--- config.mk ---
export PLATFORM = sky130hd
export DESIGN_NAME = seq_calc_core_flat
export DESIGN_NICKNAME = d
export VERILOG_FILES = /design/src/rtl/seq_calc_core_if.sv /design/src/rtl/seq_calc_core.sv /design/src/flat_wrapper.sv
export SDC_FILE = /design/constraint.sdc
export NUM_CORES = 1
export LEC_CHECK = 0
export ABC_AREA = 1
export CORE_ASPECT_RATIO = 1.2
export CORE_MARGIN = 1.5
export CORE_UTILIZATION = 45
export DETAILED_ROUTE_END_ITERATION = 16
export GPL_ROUTABILITY_DRIVEN = 0
export PLACE_DENSITY_LB_ADDON = 0.2
export SYNTH_ARGS = -nofsm -noshare
export SYNTH_HDL_FRONTEND = slang
export SYNTH_SLANG_ARGS = --single-unit
--- constraint.sdc ---
create_clock -name clk -period 3.1 [get_ports clk]
set_input_delay 0.31 -clock clk [delete_from_list [all_inputs] [get_ports clk]]
set_output_delay 0.31 -clock clk [all_outputs]
set_load 0.01 [all_outputs]
--- src/rtl/seq_calc_core_if.sv ---
// Request/response bundle between the operand-entry FSM, the calculator core
// and display_logic. The master side issues operations and consumes results.
interface seq_calc_core_if #(
    parameter int WIDTH = 8
);
    logic                 in_valid;
    logic                 in_ready;
    logic [1:0]           op;
    logic [WIDTH-1:0]     a;
    logic [WIDTH-1:0]     b;
    logic                 out_valid;
    logic                 out_ready;
    logic [2*WIDTH-1:0]   result;
    logic                 negative;
    logic                 div_by_zero;

    modport master (
        output in_valid, op, a, b, out_ready,
        input  in_ready, out_valid, result, negative, div_by_zero
    );

    modport slave (
        input  in_valid, op, a, b, out_ready,
        output in_ready, out_valid, result, negative, div_by_zero
    );
endinterface

--- src/rtl/seq_calc_core.sv ---
// Multi-cycle unsigned calculator: single-cycle ADD/SUB, iterative shift-add
// MUL and iterative restoring DIV, each iterative op taking WIDTH cycles.
//
// state | meaning
// ------+----------------------------------------------------------
// IDLE  | waiting for a request, in_ready high
// EXEC  | operation in progress (1 cycle, or WIDTH for MUL / DIV b!=0)
// DONE  | result presented, waiting for out_ready
// 11    | unused, falls back to IDLE
module seq_calc_core #(
    parameter int WIDTH = 8
) (
    input  logic              clk,
    input  logic              reset,
    seq_calc_core_if.slave    bus,
    output logic [1:0]        state
);

    localparam logic [1:0] IDLE = 2'b00;
    localparam logic [1:0] EXEC = 2'b01;
    localparam logic [1:0] DONE = 2'b10;

    localparam logic [1:0] OP_ADD = 2'b00;
    localparam logic [1:0] OP_SUB = 2'b01;
    localparam logic [1:0] OP_MUL = 2'b10;
    localparam logic [1:0] OP_DIV = 2'b11;

    localparam int CW = $clog2(WIDTH);
    localparam logic [CW-1:0] LAST = CW'(WIDTH - 1);

    logic [1:0]          op_q;
    logic [WIDTH-1:0]    a_q;
    logic [WIDTH-1:0]    b_q;
    logic [CW-1:0]       cnt;
    // shreg: multiplier (shifted right) for MUL, dividend/quotient (shifted left) for DIV
    logic [WIDTH-1:0]    shreg;
    logic [WIDTH-1:0]    rem;
    logic [2*WIDTH-1:0]  acc;
    logic [2*WIDTH-1:0]  mcand;
    logic [2*WIDTH-1:0]  result_r;
    logic                neg_r;
    logic                dz_r;

    logic [WIDTH:0]      add_sum;
    logic                a_lt_b;
    logic [WIDTH-1:0]    abs_diff;
    logic [2*WIDTH-1:0]  mul_sum;
    logic [WIDTH:0]      rem_sh;
    logic                rem_ge;
    logic [WIDTH-1:0]    rem_next;
    logic [WIDTH-1:0]    quo_next;
    logic                one_shot;
    logic                last_iter;

    assign bus.in_ready    = (state == IDLE) && !reset;
    assign bus.out_valid   = (state == DONE);
    assign bus.result      = result_r;
    assign bus.negative    = neg_r;
    assign bus.div_by_zero = dz_r;

    // Single-cycle results and the next step of the multiply / divide iterations.
    always_comb begin
        add_sum   = {1'b0, a_q} + {1'b0, b_q};
        a_lt_b    = (a_q < b_q);
        abs_diff  = a_lt_b ? (b_q - a_q) : (a_q - b_q);
        mul_sum   = shreg[0] ? (acc + mcand) : acc;
        rem_sh    = {rem, shreg[WIDTH-1]};
        rem_ge    = (rem_sh >= {1'b0, b_q});
        // When the subtraction is taken the true difference is below b, so a
        // WIDTH-bit subtraction is exact.
        rem_next  = rem_ge ? (rem_sh[WIDTH-1:0] - b_q) : rem_sh[WIDTH-1:0];
        quo_next  = {shreg[WIDTH-2:0], rem_ge};
        one_shot  = (op_q == OP_ADD) || (op_q == OP_SUB) ||
                    ((op_q == OP_DIV) && (b_q == '0));
        last_iter = (cnt == LAST);
    end

    // Control FSM plus operand capture, iteration datapath and result registers.
    always_ff @(posedge clk or posedge reset) begin
        if (reset) begin
            state    <= IDLE;
            op_q     <= OP_ADD;
            a_q      <= '0;
            b_q      <= '0;
            cnt      <= '0;
            shreg    <= '0;
            rem      <= '0;
            acc      <= '0;
            mcand    <= '0;
            result_r <= '0;
            neg_r    <= 1'b0;
            dz_r     <= 1'b0;
        end else begin
            case (state)
                IDLE: begin
                    // reset is low here, so in_ready is high and in_valid alone accepts
                    if (bus.in_valid) begin
                        op_q  <= bus.op;
                        a_q   <= bus.a;
                        b_q   <= bus.b;
                        cnt   <= '0;
                        acc   <= '0;
                        rem   <= '0;
                        mcand <= {{WIDTH{1'b0}}, bus.a};
                        shreg <= (bus.op == OP_MUL) ? bus.b : bus.a;
                        state <= EXEC;
                    end
                end
                EXEC: begin
                    if (one_shot) begin
                        neg_r <= 1'b0;
                        dz_r  <= 1'b0;
                        case (op_q)
                            OP_ADD:  result_r <= {{(WIDTH-1){1'b0}}, add_sum};
                            OP_SUB: begin
                                result_r <= {{WIDTH{1'b0}}, abs_diff};
                                neg_r    <= a_lt_b;
                            end
                            default: begin
                                result_r <= '0;
                                dz_r     <= 1'b1;
                            end
                        endcase
                        state <= DONE;
                    end else begin
                        if (op_q == OP_MUL) begin
                            acc   <= mul_sum;
                            mcand <= mcand << 1;
                            shreg <= shreg >> 1;
                        end else begin
                            rem   <= rem_next;
                            shreg <= quo_next;
                        end
                        if (last_iter) begin
                            result_r <= (op_q == OP_MUL) ? mul_sum : {rem_next, quo_next};
                            neg_r    <= 1'b0;
                            dz_r     <= 1'b0;
                            state    <= DONE;
                        end else begin
                            cnt <= cnt + 1'b1;
                        end
                    end
                end
                DONE: begin
                    if (bus.out_ready) begin
                        state <= IDLE;
                    end
                end
                default: state <= IDLE;
            endcase
        end
    end

endmodule

--- src/flat_wrapper.sv ---
// flat-port wrapper written by rule: the top's interface ports become plain ports
module seq_calc_core_flat 
#(
    parameter int WIDTH = 8
)
  (clk, reset, state, bus_in_valid, bus_op, bus_a, bus_b, bus_out_ready, bus_in_ready, bus_out_valid, bus_result, bus_negative, bus_div_by_zero);
  seq_calc_core_if #(.WIDTH(WIDTH)) bus_i ();
  input  logic clk;
  input  logic reset;
  output logic [1:0] state;
  input wire logic [$bits(bus_i.in_valid)-1:0] bus_in_valid;
  input wire logic [$bits(bus_i.op)-1:0] bus_op;
  input wire logic [$bits(bus_i.a)-1:0] bus_a;
  input wire logic [$bits(bus_i.b)-1:0] bus_b;
  input wire logic [$bits(bus_i.out_ready)-1:0] bus_out_ready;
  output wire logic [$bits(bus_i.in_ready)-1:0] bus_in_ready;
  output wire logic [$bits(bus_i.out_valid)-1:0] bus_out_valid;
  output wire logic [$bits(bus_i.result)-1:0] bus_result;
  output wire logic [$bits(bus_i.negative)-1:0] bus_negative;
  output wire logic [$bits(bus_i.div_by_zero)-1:0] bus_div_by_zero;
  assign bus_i.in_valid = bus_in_valid;
  assign bus_i.op = bus_op;
  assign bus_i.a = bus_a;
  assign bus_i.b = bus_b;
  assign bus_i.out_ready = bus_out_ready;
  assign bus_in_ready = bus_i.in_ready;
  assign bus_out_valid = bus_i.out_valid;
  assign bus_result = bus_i.result;
  assign bus_negative = bus_i.negative;
  assign bus_div_by_zero = bus_i.div_by_zero;
  seq_calc_core #(.WIDTH(WIDTH)) u_core (.clk(clk), .reset(reset), .bus(bus_i), .state(state));
endmodule
==> load_flow_metrics.sql, run 1 <==
INSERT INTO impl_metrics (metric_group, metric, value, unit) VALUES
('routing', 'post_dr_vias_cell', '5.21', ''),
('critical_path', 'critical_path.cell_chain', 'inv_1 -> ha_1 -> a21oi_1 -> o21a_1 -> nand2_1 -> inv_1 -> nand2_1 -> nand3_1 -> nand2_1 -> nand3_1 -> nand2_1', ''),
('floorplan', 'initial_core_util', '45.9', '%'),
('sta', 'min_period_over_period', '82.4', '%'),
('critical_path', 'critical_path_arrival', '2.79', 'ns'),
('sta', 'final.setup_skew', '0.00782', 'ns'),
('global_route', 'grt.overflow.total', '0', ''),
('finish', 'fin_nets', '1124', ''),
('global_route', 'all_layer_gr_usage', '26.5', '%'),
('routing', 'antenna_violation_net_count_after_detailed_routing', '0', ''),
('sta', 'fin_crit', '2.56', 'ns'),
('run_status', 'status', 'complete, no violations', ''),
('sta', 'report.final.slew_viol_count', '0', ''),
('floorplan', 'die_h', '138', 'um'),
('sta', 'post-route-worst-setup-slack', '0.544', 'ns'),
('finish', 'area_occupied_by_multi_input_gates', '3910', 'sq um'),
('synth', 'yosys_warnings', '0', ''),
('critical_path', 'endpoint_kind', 'flip-flop', ''),
('synth', 'syn-num-nets', '1090', ''),
('power', 'pwrdens', '1040', 'nW/um^2'),
('routing', 'wirelength', '20100', 'um'),
('critical_path', 'worst_path_max_delay_cell', 'sky130_fd_sc_hd__dfrtp_1', ''),
('global_route', 'grt_max_degree', '90', ''),
('sta', 'grt_setup_unrepaired', 'false', ''),
('synth', 'yosys.area_share.simple', '33.6', '%'),
('power', 'static_leakage', '4.22', 'nW'),
('floorplan', 'floorplan.io_pins', '44', ''),
('critical_path', 'timing.critical_path.required', '3.34', 'ns'),
('synth', 'syn-cell-area', '6830', 'sq um'),
('sta', 'finalSetupViolations', '0', ''),
('critical_path', 'worstPathMaxFanout', '10', ''),
('finish', 'seq_area', '2230', 'sq um'),
('routing', 'drt-pass1-iter-count', '5', ''),
('routing', 'met3RoutedLength', '718', 'um'),
('floorplan', 'die_footprint', '15900', 'sq um'),
('clocking', 'cts_setup_buffers', '0', ''),
('synth', 'synth_seq_cells', '89', ''),
('sta', 'finalHoldViolations', '0', ''),
('sta', 'holdWs', '0.415', 'ns'),
('placement', 'placement.io_buffers', '43', ''),
('job', 'cap_violations', '0', ''),
('routing', 'dr.max_layer_used', 'met4', ''),
('routing', 'detail_route.drc_violations', '0', ''),
('floorplan', 'placeableCoreArea', '14900', 'sq um'),
('finish', 'layout_common_cells', 'sky130_fd_sc_hd__nand2_1, sky130_fd_sc_hd__inv_1, sky130_fd_sc_hd__nand3_1, sky130_fd_sc_hd__dfrtp_1, sky130_fd_sc_hd__o21ai_0', ''),
('routing', 'wl_met2', '10000', 'um'),
('synth', 'mux_share_of_post_synthesis_cell_area', '0', '%'),
('sta', 'max_freq', '391', 'MHz'),
('finish', 'n_fill_cell', '1537', ''),
('floorplan', 'row_count', '49', ''),
('global_route', 'first_global_vias', '6280', ''),
('placement', 'pre_cts_slack', '0.557', 'ns'),
('clocking', 'clock-root-buffer', 'sky130_fd_sc_hd__clkbuf_16', ''),
('sta', 'worst-slew-pin-transition', '0.625', 'ns'),
('critical_path', 'timing_worst_setup_path_type', 'flip-flop to flip-flop', ''),
('critical_path', 'ff2ff_path_depth', '11', ''),
('clocking', 'clkSlewWorstSetupHoldPaths', '0.07', 'ns'),
('placement', 'place.detailed.hpwl', '15600', 'um'),
('synth', 'synth_top_family_by_area', 'simple AND/OR/NAND/NOR gates', ''),
('synth', 'syn_area_per_cell', '6.76', 'sq um'),
('power', 'irDropWorstVdd', '0.000427', 'V'),
('finish', 'leading_cell_type_in_the_layout_fill_and_taps_excluded', 'sky130_fd_sc_hd__nand2_1', ''),
('synth', 'synth.yosys.seq_area_share', '32.6', '%'),
('critical_path', 'worst_path_largest_cell_delay', '0.46', 'ns'),
('clocking', 'cts-buffers-inserted', '9', ''),
('finish', 'antenna_cells', '0', ''),
('clocking', 'cts.sinks', '89', ''),
('global_route', 'grt_antenna_before_repair', '0', ''),
('finish', 'drive_above_1_share', '4.19', '%'),
('clocking', 'clock_latency', '0.35', 'ns'),
('routing', 'detailroute.via_count', '6535', '');
critical path, delay by kind of cell, from the launching register on:
kind / cells / cell delay, ns
AND/OR/NAND/NOR: 6 / 0.57
AO/OA/AOI/OAI: 2 / 0.55
flip-flops: 1 / 0.46
adder cells (fa/ha/maj): 1 / 0.45
buffers and inverters: 2 / 0.40
Yosys cell counts:
| cell | number | share of area [%] |
|---|---|---|
| sky130_fd_sc_hd__nor3_2 | 1 | 0.15 |
| sky130_fd_sc_hd__o21ai_0 | 59 | 4.3 |
| sky130_fd_sc_hd__ha_1 | 52 | 9.5 |
| sky130_fd_sc_hd__nor3_1 | 5 | 0.37 |
| sky130_fd_sc_hd__a21o_1 | 1 | 0.11 |
| sky130_fd_sc_hd__nand3_1 | 95 | 7.0 |
| sky130_fd_sc_hd__inv_2 | 5 | 0.27 |
| sky130_fd_sc_hd__o21a_1 | 1 | 0.11 |
| sky130_fd_sc_hd__buf_1 | 1 | 0.055 |
| sky130_fd_sc_hd__o31ai_1 | 1 | 0.11 |
| sky130_fd_sc_hd__fa_1 | 5 | 1.5 |
| sky130_fd_sc_hd__clkbuf_1 | 12 | 0.66 |
| sky130_fd_sc_hd__nor2_4 | 1 | 0.16 |
| sky130_fd_sc_hd__a21oi_1 | 42 | 3.1 |
| sky130_fd_sc_hd__xnor2_1 | 4 | 0.51 |
| sky130_fd_sc_hd__nand3_4 | 1 | 0.26 |
| sky130_fd_sc_hd__o211ai_1 | 11 | 1.2 |
| sky130_fd_sc_hd__o221ai_1 | 3 | 0.38 |
| sky130_fd_sc_hd__o31ai_2 | 1 | 0.18 |
| sky130_fd_sc_hd__buf_6 | 2 | 0.33 |
| sky130_fd_sc_hd__dfrtp_1 | 89 | 33 |
| sky130_fd_sc_hd__o21ai_1 | 5 | 0.37 |
| sky130_fd_sc_hd__nand4_1 | 7 | 0.64 |
| sky130_fd_sc_hd__buf_4 | 3 | 0.33 |
| sky130_fd_sc_hd__nand3b_1 | 10 | 1.1 |
| sky130_fd_sc_hd__o22ai_1 | 13 | 1.2 |
| sky130_fd_sc_hd__nor4_4 | 1 | 0.31 |
| sky130_fd_sc_hd__nor2_2 | 3 | 0.27 |
| sky130_fd_sc_hd__xor2_1 | 7 | 0.90 |
| sky130_fd_sc_hd__clkinv_1 | 2 | 0.11 |
| sky130_fd_sc_hd__nand2_1 | 354 | 19 |
| sky130_fd_sc_hd__a31oi_1 | 1 | 0.092 |
| sky130_fd_sc_hd__nor2_1 | 50 | 2.7 |
| sky130_fd_sc_hd__nand2_2 | 7 | 0.64 |
| sky130_fd_sc_hd__and2_1 | 3 | 0.27 |
| sky130_fd_sc_hd__buf_2 | 8 | 0.59 |
| sky130_fd_sc_hd__inv_1 | 144 | 7.9 |
| sky130_fd_sc_hd__nor2_8 | 1 | 0.29 |
worst paths after layout:
| kind | start | endpoint | slack (ns) |
|---|---|---|---|
| setup reg to reg | u_core.b_q[5] | u_core.bus.result[4] | 0.54 |
| setup / recovery | u_core.b_q[5] | u_core.bus.result[4] | 0.54 |
| hold reg to reg | u_core.bus.result[14] | u_core.bus.result[14] | 0.48 |
| hold / removal | reset | u_core.mcand[7] | 0.42 |
| min in group clk | u_core.bus.result[14] | u_core.bus.result[14] | 0.48 |
| max in group asynchronous | reset | u_core.bus.result[7] | 2.30 |
through the flow:
step           utilization (%)  instances  area [sq um]  total power [mW]
5_1_grt                   52.0       1254          7750              8.84
2_1_floorplan                -       1011          6830              5.46
3_3_place_gp              50.0       1238          7440              6.85
4_1_cts                   52.0       1254          7750              8.08
6_report                  52.0       1254          7750              8.10
3_5_place_dp              50.0       1238          7440              6.88
kinds of logic after synthesis:
| group | count (synthesis) |
|---|---|
| simple gates | 539 |
| buf+inv | 177 |
| fa+ha+maj | 57 |
| compound gates | 138 |
| flops | 89 |
| xor+xnor | 11 |
layer usage:
metal | track usage [%] | vias up
met5 | 0 | -
met4 | 10.8 | 0
met2 | 47.3 | 178
met3 | 3.19 | 46
li1 | - | 3277
met1 | 32.2 | 3034
where the power goes:
part / internal, mW / switching [mW] / leakage, nW
sequential: 1.52 / 0.377 / 1.16
clock: 0.643 / 0.532 / 0.149
combinational: 1.67 / 3.36 / 2.90
total: 3.83 / 4.27 / 4.22
area by class of cell:
type | count | share of cell area [%]
multi-input cells | 745 | 50.4
repair buffers | 49 | 6.29
flip-flops and latches | 89 | 28.7
well taps | 204 | 3.29
clock inverters | 7 | 1.08
clock buffers | 9 | 2.90
inverters | 151 | 7.33
registers in the layout, indices dropped and copies added, names as in the netlist:
name / cells
u_core.shreg: 8
u_core.a_q: 8
u_core.acc: 16
u_core.cnt: 3
u_core.bus.div_by_zero: 1
u_core.mcand: 16
u_core.state: 2
u_core.bus.result: 16
u_core.op_q: 2
u_core.rem: 8
u_core.bus.negative: 1
u_core.b_q: 8
(Power assumes the default switching activity.)
==> run 2: changes to the inputs <==
clock period = 2.7 ns   (was 3.1 ns; I/O delays follow)
==> load_flow_metrics.sql, run 2 (same netlist as run 1, synthesis figures left out) <==
INSERT INTO impl_metrics (metric_group, metric, value, unit) VALUES
('critical_path', 'endpoint_kind', 'flip-flop', ''),
('finish', 'n_fill_cell', '1477', ''),
('critical_path', 'critical_path.cell_chain', 'inv_1 -> ha_1 -> a21oi_2 -> o21a_1 -> nand2_1 -> inv_1 -> nand2_1 -> nand3_1 -> nand2_1 -> nand3_1 -> nand2_1', ''),
('clocking', 'clock_latency', '0.35', 'ns'),
('finish', 'antenna_cells', '0', ''),
('sta', 'grt_setup_unrepaired', 'false', ''),
('sta', 'finalHoldViolations', '0', ''),
('power', 'pwrdens', '1220', 'nW/um^2'),
('finish', 'utilization', '52.9', '%'),
('critical_path', 'critical_path_arrival', '2.71', 'ns'),
('floorplan', 'row_count', '49', ''),
('critical_path', 'cpMostUsedCell', 'sky130_fd_sc_hd__nand2_1', ''),
('critical_path', 'rr_startpoint', 'u_core.b_q[5]', ''),
('critical_path', 'critical_path.top_delay_family', 'simple AND/OR/NAND/NOR gates', ''),
('clocking', 'cts.sinks', '89', ''),
('critical_path', 'critical_path.startpoint_type', 'flip-flop', ''),
('routing', 'post_dr_vias_cell', '5.21', ''),
('sta', 'max_freq', '406', 'MHz'),
('clocking', 'clock_tree.buffer_depth', '2', ''),
('global_route', 'grt_max_degree', '42', ''),
('clocking', 'clkSlewWorstSetupHoldPaths', '0.07', 'ns'),
('global_route', 'global_route_wire_length_before_repair', '31900', 'um'),
('global_route', 'grt.overflow.total', '0', ''),
('critical_path', 'timing_worst_setup_path_type', 'flip-flop to flip-flop', ''),
('clocking', 'clock-root-buffer', 'sky130_fd_sc_hd__clkbuf_16', ''),
('sta', 'worst-slew-pin-transition', '0.632', 'ns'),
('finish', 'drive_above_1_share', '5.01', '%'),
('global_route', 'grt_antenna_before_repair', '0', ''),
('critical_path', 'worst_path_max_delay_cell', 'sky130_fd_sc_hd__ha_1', ''),
('global_route', 'first_global_vias', '6213', ''),
('finish', 'syn_to_final_growth', '15.2', '%'),
('routing', 'drt_first_iter_violations', '454', ''),
('routing', 'drt-pass1-iter-count', '5', ''),
('global_route', 'all_layer_gr_usage', '26.5', '%'),
('sta', 'report.final.slew_viol_count', '0', ''),
('sta', 'finalSetupViolations', '0', ''),
('critical_path', 'worst_path_largest_cell_delay', '0.47', 'ns'),
('global_route', 'use_met3', '3.19', '%'),
('power', 'irDropWorstVdd', '0.000516', 'V'),
('critical_path', 'timing.critical_path.required', '2.94', 'ns'),
('routing', 'detailroute.via_count', '6570', ''),
('critical_path', 'ff2ff_path_depth', '11', ''),
('clocking', 'cts-buffers-inserted', '9', ''),
('routing', 'detail_route.drc_violations', '0', ''),
('placement', 'place.detailed.hpwl', '15700', 'um'),
('floorplan', 'initial_core_util', '45.9', '%'),
('floorplan', 'floorplan.io_pins', '44', ''),
('power', 'static_leakage', '4.28', 'nW'),
('routing', 'antenna_violation_net_count_after_detailed_routing', '0', ''),
('floorplan', 'die_footprint', '15900', 'sq um'),
('critical_path', 'number_of_buffers_and_inverters_on_the_critical_path', '2', ''),
('floorplan', 'die_h', '138', 'um'),
('sta', 'maxSlewHeadroom', '57.8', '%'),
('routing', 'wirelength', '20200', 'um'),
('global_route', 'groute.layer.met1.usage', '31.8', '%'),
('critical_path', 'worstPathMaxFanout', '10', ''),
('job', 'cap_violations', '0', ''),
('finish', 'layout_common_cells', 'sky130_fd_sc_hd__nand2_1, sky130_fd_sc_hd__inv_1, sky130_fd_sc_hd__nand3_1, sky130_fd_sc_hd__dfrtp_1, sky130_fd_sc_hd__o21ai_0', ''),
('critical_path', 'timing.critical_path.depth', '11', ''),
('floorplan', 'die_w', '115', 'um'),
('placement', 'placement.io_buffers', '43', ''),
('run_status', 'status', 'complete, no violations', ''),
('sta', 'min_period_over_period', '91.2', '%'),
('placement', 'post_dp_cell_area', '7500', 'sq um'),
('clocking', 'cts_tree', 'built', ''),
('floorplan', 'placeableCoreArea', '14900', 'sq um'),
('global_route', 'global_route.peak_usage_layer', 'met2', ''),
('finish', 'final-instance-count-excl-fill', '1262', ''),
('routing', 'detail_route.wl_per_cell', '16.0', 'um'),
('min_path', 'timing.hold.worst.class', 'primary input to async pin', ''),
('clocking', 'cts-htree-levels', '3', ''),
('sta', 'final.setup_skew', '0.00805', 'ns'),
('sta', 'fin_crit', '2.46', 'ns'),
('finish', 'leading_cell_type_in_the_layout_fill_and_taps_excluded', 'sky130_fd_sc_hd__nand2_1', ''),
('sta', 'holdWs', '0.266', 'ns'),
('finish', 'fin_nets', '1132', ''),
('finish', 'final_area', '7880', 'sq um'),
('placement', 'place.detailed.instances', '1246', ''),
('sta', 'finalSetupTns', '0', 'ns'),
('critical_path', 'ff2ff_setup_slack', '0.24', 'ns'),
('global_route', 'grt_use_met2', '46.9', '%'),
('critical_path', 'reg2reg_to', 'u_core.bus.result[5]', ''),
('clocking', 'cts_setup_buffers', '0', '');
run 2: changes by cell type in the layout (fill, tap and decap cells not counted):
| cell | change |
|---|---|
| sky130_fd_sc_hd__a21oi_1 | -1 |
| sky130_fd_sc_hd__inv_6 | -3 |
| sky130_fd_sc_hd__inv_8 | -1 |
| sky130_fd_sc_hd__a21oi_2 | +1 |
| sky130_fd_sc_hd__bufinv_16 | +3 |
| sky130_fd_sc_hd__clkinv_2 | +1 |
| sky130_fd_sc_hd__buf_4 | +8 |
run 2: what timing repair did:
| action | 4_1_cts | 5_1_grt |
|---|---|---|
| hold buffers | 0 | 0 |
| endpoints found under the setup margin | 0 | 5 |
| resized for setup | 0 | 1 |
run 2: worst max path at each step:
stage                  start                    to  slack [ns]
2_1_floorplan          reset         u_core.a_q[0]        0.12
3_3_place_gp   u_core.b_q[5]  u_core.bus.result[5]        0.19
4_1_cts        u_core.b_q[5]  u_core.bus.result[5]        0.21
3_5_place_dp   u_core.b_q[5]  u_core.bus.result[5]        0.21
6_report       u_core.b_q[5]  u_core.bus.result[5]        0.24
5_1_grt        u_core.b_q[5]  u_core.bus.result[5]        0.06
run 2: power breakdown:
part / switching [mW] / internal (mW)
sequential: 0.408 / 1.75
combinational: 3.88 / 1.98
clock: 0.575 / 1.00
total: 4.86 / 4.72
run 2: metal layers:
| layer | part of all wire [%] | up-vias | wire length [um] |
|---|---|---|---|
| met5 | 0 | - | 0 |
| met2 | 49 | 184 | 9930 |
| met1 | 42 | 3021 | 8530 |
| met3 | 3.9 | 61 | 795 |
| met4 | 4.6 | 0 | 933 |
| li1 | - | 3304 | - |
run 2: per-stage QoR:
stage	total power, mW	setup WS [ns]
4_1_cts	9.52	0.209
5_1_grt	10.4	0.0590
3_5_place_dp	7.92	0.215
6_report	9.59	0.236
2_1_floorplan	6.26	0.123
3_3_place_gp	7.87	0.195
run 2: layout make-up:
class / count / area (sq um) / share of cell area, %
multi-input combinational: 745 / 3910 / 49.7
sequential: 89 / 2230 / 28.3
inverter: 151 / 568 / 7.21
timing repair buffer: 57 / 548 / 6.96
tap: 204 / 255 / 3.24
clock buffer: 9 / 225 / 2.86
clock inverter: 7 / 141 / 1.80
==> run 3: changes to the inputs <==
CTS_CLUSTER_SIZE = 20   (was unset)
==> results of run 3 <==
Final layout, timing and power as in run 2 (identical DEF).
